### src/rtl/interrupt_controller_pkg.sv
// Shared peripheral definitions for the interrupt controller: register map,
// source limit, claim word layout and small bus helpers.
package interrupt_controller_pkg;

  localparam int MAX_SOURCES = 31;

  localparam logic [7:0] OFF_RAW     = 8'h00;
  localparam logic [7:0] OFF_ENABLE  = 8'h04;
  localparam logic [7:0] OFF_MODE    = 8'h08;
  localparam logic [7:0] OFF_PENDING = 8'h0C;
  localparam logic [7:0] OFF_ACTIVE  = 8'h10;
  localparam logic [7:0] OFF_CLAIM   = 8'h14;
  localparam logic [7:0] OFF_CTRL    = 8'h18;

  typedef struct packed {
    logic        valid;
    logic [25:0] rsvd;
    logic [4:0]  id;
  } claim_t;

  function automatic logic [31:0] lane_mask(input logic [3:0] be);
    lane_mask = '0;
    for (int i = 0; i < 4; i++) lane_mask[8*i +: 8] = {8{be[i]}};
  endfunction

  // Lowest set bit wins; 0 when nothing is set.
  function automatic logic [4:0] lowest_idx(input logic [31:0] v);
    lowest_idx = '0;
    for (int i = 31; i >= 0; i--) if (v[i]) lowest_idx = 5'(i);
  endfunction

endpackage

### src/rtl/interrupt_controller_sync_edge.sv
// Per-source two-flop synchronizer plus a prev flop for rising-edge detection.
module irq_sync_edge (
  input  logic clk,
  input  logic rst,
  input  logic irq,
  output logic level,
  output logic rise
);
  logic       sync1, sync2, prev, armed;
  logic [1:0] vld_pipe;

  // An edge needs a genuine 0 seen in sync2 after it settles, so a source
  // already high when reset releases never fakes an edge.
  always_ff @(posedge clk or negedge rst) begin
    if (!rst) begin
      sync1    <= 1'b0;
      sync2    <= 1'b0;
      prev     <= 1'b0;
      armed    <= 1'b0;
      vld_pipe <= '0;
    end else begin
      sync1    <= irq;
      sync2    <= sync1;
      prev     <= sync2;
      vld_pipe <= {vld_pipe[0], 1'b1};
      armed    <= armed | (vld_pipe[1] & ~sync2);
    end
  end

  assign level = sync2;
  assign rise  = sync2 & ~prev & armed;

endmodule

### src/rtl/interrupt_controller.sv
// Memory-mapped interrupt controller: per-source edge/level pending, enable
// mask, lowest-index claim and a registered irq line to the core.
module interrupt_controller
  import interrupt_controller_pkg::*;
#(
  parameter logic [7:0] ID      = 8'h04,
  parameter int         SOURCES = 10
) (
  input  logic               clk,
  input  logic               rst,
  input  logic               peripheralBus_we,
  input  logic               peripheralBus_oe,
  output logic               peripheralBus_busy,
  input  logic [23:0]        peripheralBus_address,
  input  logic [3:0]         peripheralBus_byteSelect,
  input  logic [31:0]        peripheralBus_dataWrite,
  output logic [31:0]        peripheralBus_dataRead,
  output logic               requestOutput,
  input  logic [SOURCES-1:0] peripheral_irq,
  output logic               irq_o,
  output logic [4:0]         irq_id_o
);

  if (SOURCES > MAX_SOURCES || SOURCES < 1) begin : g_bad_sources
    $error("interrupt_controller: SOURCES out of range");
  end

  logic               sel, wr, rd, claim_rd, claim_fire, claim_q, ctrl_en, any_active;
  logic [7:0]         off;
  logic [31:0]        wmask, rdata;
  logic [4:0]         low_idx;
  logic [SOURCES-1:0] wm, wd, level, rise, enable_q, mode_q, mode_nxt, mode_chg;
  logic [SOURCES-1:0] pending_q, pending_nxt, active, w1c, claim_clr;
  claim_t             claim;
  logic               unused;

  for (genvar i = 0; i < SOURCES; i++) begin : g_src
    irq_sync_edge u_sync (
      .clk   (clk),
      .rst   (rst),
      .irq   (peripheral_irq[i]),
      .level (level[i]),
      .rise  (rise[i])
    );
  end

  assign sel      = peripheralBus_address[23:16] == ID;
  assign off      = peripheralBus_address[7:0];
  assign wr       = sel & peripheralBus_we;
  assign rd       = sel & peripheralBus_oe;
  assign wmask    = lane_mask(peripheralBus_byteSelect);
  assign wm       = wmask[SOURCES-1:0];
  assign wd       = peripheralBus_dataWrite[SOURCES-1:0];
  assign unused   = ^{peripheralBus_address[15:8], peripheralBus_dataWrite, wmask};

  assign active     = pending_q & enable_q;
  assign any_active = |active;
  assign low_idx    = lowest_idx(32'(active));
  assign claim      = '{valid: any_active, rsvd: '0, id: low_idx};

  // Claim only on the first cycle of a CLAIM read; a held oe does not re-claim.
  assign claim_rd   = rd & (off == OFF_CLAIM);
  assign claim_fire = claim_rd & ~claim_q;
  assign claim_clr  = (claim_fire && any_active) ? SOURCES'(32'h1 << low_idx) : '0;
  assign w1c        = (wr && off == OFF_PENDING) ? (wd & wm) : '0;

  assign mode_nxt = (wr && off == OFF_MODE) ? ((mode_q & ~wm) | (wd & wm)) : mode_q;
  assign mode_chg = mode_nxt ^ mode_q;

  // Edge set beats a same-cycle clear; level sources just follow sync2.
  always_comb begin
    pending_nxt = '0;
    for (int i = 0; i < SOURCES; i++) begin
      if (mode_chg[i])    pending_nxt[i] = 1'b0;
      else if (mode_q[i]) pending_nxt[i] = rise[i] | (pending_q[i] & ~(w1c[i] | claim_clr[i]));
      else                pending_nxt[i] = level[i];
    end
  end

  always_ff @(posedge clk or negedge rst) begin
    if (!rst) begin
      enable_q  <= '0;
      mode_q    <= '0;
      pending_q <= '0;
      ctrl_en   <= 1'b0;
      claim_q   <= 1'b0;
      irq_o     <= 1'b0;
      irq_id_o  <= '0;
    end else begin
      if (wr && off == OFF_ENABLE) enable_q <= (enable_q & ~wm) | (wd & wm);
      if (wr && off == OFF_CTRL && peripheralBus_byteSelect[0])
        ctrl_en <= peripheralBus_dataWrite[0];
      mode_q    <= mode_nxt;
      pending_q <= pending_nxt;
      claim_q   <= claim_rd;
      irq_o     <= ctrl_en & any_active;
      irq_id_o  <= low_idx;
    end
  end

  always_comb begin
    rdata = '0;
    case (off)
      OFF_RAW:     rdata = 32'(level);
      OFF_ENABLE:  rdata = 32'(enable_q);
      OFF_MODE:    rdata = 32'(mode_q);
      OFF_PENDING: rdata = 32'(pending_q);
      OFF_ACTIVE:  rdata = 32'(active);
      OFF_CLAIM:   rdata = claim;
      OFF_CTRL:    rdata = {31'b0, ctrl_en};
      default:     rdata = '0;
    endcase
  end

  assign peripheralBus_dataRead = sel ? rdata : '1;
  assign requestOutput          = rd;
  assign peripheralBus_busy     = 1'b0;

endmodule
### config.mk
export PLATFORM = sky130hd
export DESIGN_NAME = interrupt_controller
export DESIGN_NICKNAME = d
export VERILOG_FILES = /design/src/rtl/interrupt_controller_pkg.sv /design/src/rtl/interrupt_controller_sync_edge.sv /design/src/rtl/interrupt_controller.sv
export SDC_FILE = /design/constraint.sdc
export NUM_CORES = 1
export LEC_CHECK = 0
export ABC_AREA = 1
export CAP_MARGIN = 20
export CORE_AREA = 8 8 107 109
export DETAILED_ROUTE_END_ITERATION = 8
export DIE_AREA = 0 0 115 117
export GPL_TIMING_DRIVEN = 1
export PLACE_DENSITY = 0.78
export SETUP_SLACK_MARGIN = 0.5
export SLEW_MARGIN = 20
export SYNTH_ARGS = -nofsm -noshare
export SYNTH_HDL_FRONTEND = slang
export SYNTH_SLANG_ARGS = --single-unit
### constraint.sdc
create_clock -name clk -period 2.6 [get_ports clk]
set_clock_uncertainty 0.2 [all_clocks]
set_input_delay 0.26 -clock clk [delete_from_list [all_inputs] [get_ports clk]]
set_output_delay 0.26 -clock clk [all_outputs]
set_load 0.01 [all_outputs]
==> run metrics, run 1 <==
Max Cap Viol 0; Top FF cell, synth dfrtp_1; root buf cell clkbuf_8; routed len/inst ~17 microns; PwrDens approximately 420 nW/um^2; area post-placement ~4800 sq um; # IOs ~110; detailed placement HPWL roughly 7500 microns; Leak approximately 2.5 nW; initial antenna violation count 0; status finished, final reports clean; total power around 2.3 mW; H-tree lvl count 3; CTS tree yes; # fillers between 800 and 900; via count of the first global-routing pass 3462; vias per cell 5.19; count of input and output buffers 79; Layout Cells excl Fill 684; DR iter-0 viols between 200 and 250; Initial Util around two fifths; post-layout util 55.3%; area share of the largest cell type after synthesis approximately half; Worst-path clk slew 0.09 ns; final instance area ~5500 sq um; CTS Buf Count 9; min Tclk post-route roughly 2.3 ns; Area growth, synth to finish 43.9%; top cells by count, synth 90 x nand2_1, 79 x dfrtp_1, 41 x inv_1, 41 x nor2_1, 23 x buf_4; cell taking the most area after synthesis dfrtp_1; final wirelength 11400 microns; most frequent cell after synthesis nand2_1; Crit. End Element output port; CORE AREA around 9900 sq um; syn avg cell area approximately 9 sq um; FMAX between 400 and 500 MHz; Layout Nets about 620; period utilization about 90%; Peak VDD IR between 0.2 and 0.3 mV; Seq/Total Area, Yosys approximately half; asr flop ratio synth between 90% and 100%; clk sinks 79; max-slew violations 0; first-pass GRT wire length around 16000 microns; die area 13500 sq um; Cells after Synth 414; area of the mapped netlist around 3800 sq um; EDFF count, synth 0; DRC 0; YS warnings 0; grt ovf 0; CP Max Fanout 4; Hold Crit Class primary input to flop; arrival time at the worst endpoint 1.87 ns; Final Hold Fails 0; Worst Max-Slew Pin Slew roughly 0.67 ns; Setup Viol. Count Final 0; CTS Buffer Depth 2; Cells after DPL ~630; ANT nets after route 0; max-slew headroom at the worst pin between 50% and 60%; Clk Latency, worst-skew pair about 0.36 ns; CP required 2.14 ns; FF+latch count, synth about 80; via count around 3600; Netlist cell types 35; die span in y 117 microns; ant diodes 0; FF-to-FF setup slack 0.59 ns; setup repair after global routing missed its margin yes; Pre-Repair DR Iteration Count 5; Placer Congestion 0.926; share of cells above drive strength 1 about a third; Critical Setup Path Class flop to output port; Setup TNS 0 ns; Synth area leaders dfrtp_1 52%, nand2_1 8.9%, buf_4 4.5%; largest net degree at the start of global routing 53; Cell Rows 37; Critical Path Source Type flop; Die Wd roughly 120 microns; Total Routing Usage GR 15.6%
cell families after synthesis:
| logic type | count (synthesis) | share of synthesized area (%) |
|---|---|---|
| flip-flops | 79 | 52.0 |
| other | 2 | 0.197 |
| AO/OA/AOI/OAI | 66 | 12.4 |
| buffers and inverters | 72 | 9.64 |
| AND/OR/NAND/NOR | 187 | 23.4 |
| multiplexers | 8 | 2.37 |
path summary, 6_finish.rpt:
| path | end | from | cells after the start |
|---|---|---|---|
| setup / recovery | peripheralBus_dataRead[0] | pending_q[9]$_DFF_PN0_ | 15 |
| hold / removal | g_src[6].u_sync.sync1$_DFF_PN0_ | peripheral_irq[6] | 1 |
| setup reg to reg | pending_q[6]$_DFF_PN0_ | pending_q[1]$_DFF_PN0_ | 12 |
| hold reg to reg | g_src[6].u_sync.level$_DFF_PN0_ | g_src[6].u_sync.sync1$_DFF_PN0_ | 0 |
| max in group asynchronous | g_src[2].u_sync.armed$_DFF_PN0_ | rst | 3 |
| min in group asynchronous | pending_q[7]$_DFF_PN0_ | rst | 2 |
power by group:
part	switching [mW]	total [mW]	internal, mW
clock	0.447	0.846	0.399
sequential	0.0170	1.27	1.25
combinational	0.0788	0.156	0.0776
repair_timing:
action                                  in CTS  in global routing
hold buffers                                 1                  0
pin swaps                                   12                 28
setup buffers                               16                 19
gates cloned                                 0                  1
hold endpoints to repair                    51                  0
gates resized for setup                    118                 77
endpoints found under the setup margin      34                 40
cell usage in the layout (no fill, tap or decap), drive strengths merged, types with 3 or more instances in the layout:
cell type       n
a21oi          18
clkdlybuf4s50  37
buf            77
o211ai          5
conb            3
nand3          17
o21bai         10
nand3b         11
clkdlybuf4s15  19
nand4           7
o21ai           7
dfrtp          79
inv            44
nor3            4
mux2            8
clkinvlp        4
a221oi         11
nor2           53
nand2          95
dlygate4sd2     5
o22ai           5
a31oi           9
clkbuf         17
layout make-up:
cell class | count | area, sq um | area share, %
Clock buffer | 12 | 155 | 2.83
Clock inverter | 4 | 30.0 | 0.548
Inverter | 45 | 174 | 3.18
Multi-Input combinational cell | 264 | 1710 | 31.3
Sequential cell | 79 | 1980 | 36.1
Tap cell | 136 | 170 | 3.11
Timing Repair Buffer | 144 | 1250 | 22.9
critical path, stage by stage, from the launching register on:
cell     delay (ns)
dfrtp_1        0.40
nand2_2        0.11
inv_2          0.04
nand2_1        0.05
nand2_1        0.04
nand2_1        0.05
nand2_1        0.05
nand2_1        0.05
nand2_1        0.05
nand2_1        0.07
nand2_2        0.07
nand2_2        0.08
o21ai_2        0.06
nor2_1         0.12
nand3_1        0.10
buf_2          0.16
metal layers:
metal  global-route usage [%]  share of wire (%)
met5                        0                  0
met4                     7.44                2.9
met3                     5.64                 11
met2                     25.6                 48
met1                     18.0                 38
stage by stage:
stage / setup slack, ns / hold WS [ns]
after floorplan: 0.782 / -0.236
after global placement: -0.150 / 0.132
after detailed placement: -0.176 / 0.135
after CTS: 0.263 / 0.123
after global routing: 0.144 / 0.123
final: 0.269 / 0.140
No activity file was read; power rests on OpenSTA's default activity.
==> run 2: changes to the inputs <==
--- a/config.mk
+++ b/config.mk
@@ -9,4 +9,5 @@
 export CAP_MARGIN = 20
 export CORE_AREA = 8 8 107 109
+export CTS_BUF_LIST = sky130_fd_sc_hd__clkbuf_2
 export DETAILED_ROUTE_END_ITERATION = 8
 export DIE_AREA = 0 0 115 117
@@ -14,5 +15,5 @@
 export PLACE_DENSITY = 0.78
 export SETUP_SLACK_MARGIN = 0.5
-export SLEW_MARGIN = 20
+export SLEW_MARGIN = 40
 export SYNTH_ARGS = -nofsm -noshare
 export SYNTH_HDL_FRONTEND = slang
==> constraint.sdc (replaced) <==
create_clock -name clk -period 2.6 [get_ports clk]
set_clock_uncertainty 0.2 [all_clocks]
set_input_delay 0.26 -clock clk [delete_from_list [all_inputs] [get_ports clk]]
set_output_delay 0.26 -clock clk [all_outputs]
set_load 0.005 [all_outputs]
==> run 2 against run 1 <==
The flow now finishes with violations (negative setup slack); total power grew 5.6%; flip-flop and latch count is the same; clock power grew 14%; largest cell class unchanged.
==> run metrics, run 2 (synthesis results as in run 1) <==
status complete, but fails checks; violated checks negative setup slack; leading cell type in the layout, fill and taps excluded dfrtp_1; FF-to-FF setup slack approximately 0.35 ns; CP required approximately 2.1 ns; Layout Cells excl Fill approximately 710; Setup Viol. Count Final 1; Initial Util between 30% and 40%; CTS Buf Count 9; initial antenna violation count 0; Pre-Repair DR Iteration Count 5; Placer Congestion ~0.89; CP Launch Point pending_q[9]$_DFF_PN0_; # IOs between 100 and 150; Layout Nets around 640; root buf cell clkbuf_2; Critical Path Source Type flop; reg2reg path depth 13; CTS tree yes; vias per cell roughly 5.4; first-pass GRT wire length between 15000 and 20000 microns; DRC 0; die span in y 117 microns; commonest cells after routing, fill and taps aside 79 x dfrtp_1, 71 x nand2_1, 56 x buf_4, 37 x clkdlybuf4s50_1; via count 3837; share of cells above drive strength 1 approximately 35%; Cell Rows 37; Worst Max-Slew Pin Slew 0.589 ns; grt ovf 0; ant diodes 0; FMAX ~370 MHz; CORE AREA between 9000 and 10000 sq um; Die Wd 115 microns; Crit. End Element output port; Hold Crit Class primary input to async pin; Final Hold Fails 0; Area growth, synth to finish 49.8%; DR iter-0 viols around 350; routed len/inst 17.9 microns; Worst-path clk slew 0.25 ns; detailed placement HPWL between 7000 and 8000 microns; largest net degree at the start of global routing 47; worst r2r dst irq_id_o[2]$_DFF_PN0_; CP Max Fanout 2; ANT nets after route 0; CTS Buffer Depth 2; final wirelength around 13000 microns; setup repair after global routing missed its margin yes; Cells after DPL 629; period utilization 103%; fin worst setup slack -0.0886 ns; arrival time at the worst endpoint approximately 2.2 ns; count of input and output buffers 79; Post-Place Worst Slack -0.185 ns; FF-to-FF Start pending_q[7]$_DFF_PN0_; Max Cap Viol 0; Clk Latency, worst-skew pair ~0.56 ns; hold slack between 0.008 and 0.009 ns; Peak VDD IR approximately 0.27 mV; min Tclk post-route ~2.7 ns; die area 13500 sq um; max-slew violations 0; max-slew headroom at the worst pin slightly above 60%; PwrDens 421 nW/um^2; clk sinks 79; via count of the first global-routing pass 3740; Total Routing Usage GR between 10% and 20%; Critical Setup Path Class flop to output port; Leak ~2.7 nW; H-tree lvl count 3
## run 2: cell type report
cell class | count | area, sq um
fillers | 830 | 4210
flip-flops and latches | 79 | 1980
multi-input cells | 264 | 1710
repair buffers | 169 | 1480
inverters | 45 | 171
well taps | 136 | 170
clock inverters | 7 | 145
clock buffers | 9 | 45.0
## run 2: stage by stage
step	power [mW]	area [sq um]	util, %	TNS [ns]
2_1_floorplan	1.32	3810	-	0
3_3_place_gp	1.43	4760	48.1	-0.891
3_5_place_dp	1.43	4760	48.1	-1.32
4_1_cts	2.41	5480	55.3	0
5_1_grt	2.48	5700	57.5	-0.151
6_report	2.40	5700	57.5	-0.0886
## run 2: worst max-delay path by stage
stage	to	slack (ns)
after CTS	peripheralBus_dataRead[0]	0.07
final	peripheralBus_dataRead[0]	-0.09
after detailed placement	peripheralBus_dataRead[4]	-0.18
after global placement	peripheralBus_dataRead[4]	-0.13
after global routing	peripheralBus_dataRead[0]	-0.15
after floorplan	peripheralBus_dataRead[0]	0.82
## run 2: power by group
part / internal (mW) / leakage (nW) / switching (mW)
clock network: 0.513 / 0.102 / 0.451
logic: 0.0848 / 1.67 / 0.0783
registers: 1.26 / 0.873 / 0.0164
## run 2: repair_timing
action                                  CTS  global route
endpoints found under the hold margin    89             0
endpoints found under the setup margin   33            30
pin swaps                                31            20
resized for setup                       133            41
buffers inserted                         39            13
hold buffers                             12             0
## run 2: routing by layer
metal	global-route usage [%]	vias to the layer above	wire, microns
met5	0	-	0
met1	19.3	1819	4710
li1	-	1646	-
met4	11.0	0	888
met3	4.93	106	1340
met2	28.4	266	5760
## run 2: critical path, stage by stage (launching register included)
cell and delay (ns):
dfrtp_1 0.46, nand2_2 0.10, inv_2 0.03, nand2_1 0.04, nand2_1 0.04, nand2_1 0.06
nand2_1 0.08, nand2_1 0.09, nand2_1 0.06, nand2_1 0.08, nand2_2 0.07, nand2_2 0.09
o21ai_2 0.08, nor2_1 0.10, nand3_1 0.11, buf_2 0.15
==> run 3: changes to the inputs <==
SLEW_MARGIN = 10   (was 40)
==> results of run 3 <==
Same layout as run 2: the final DEF is identical, and so are final timing and power.
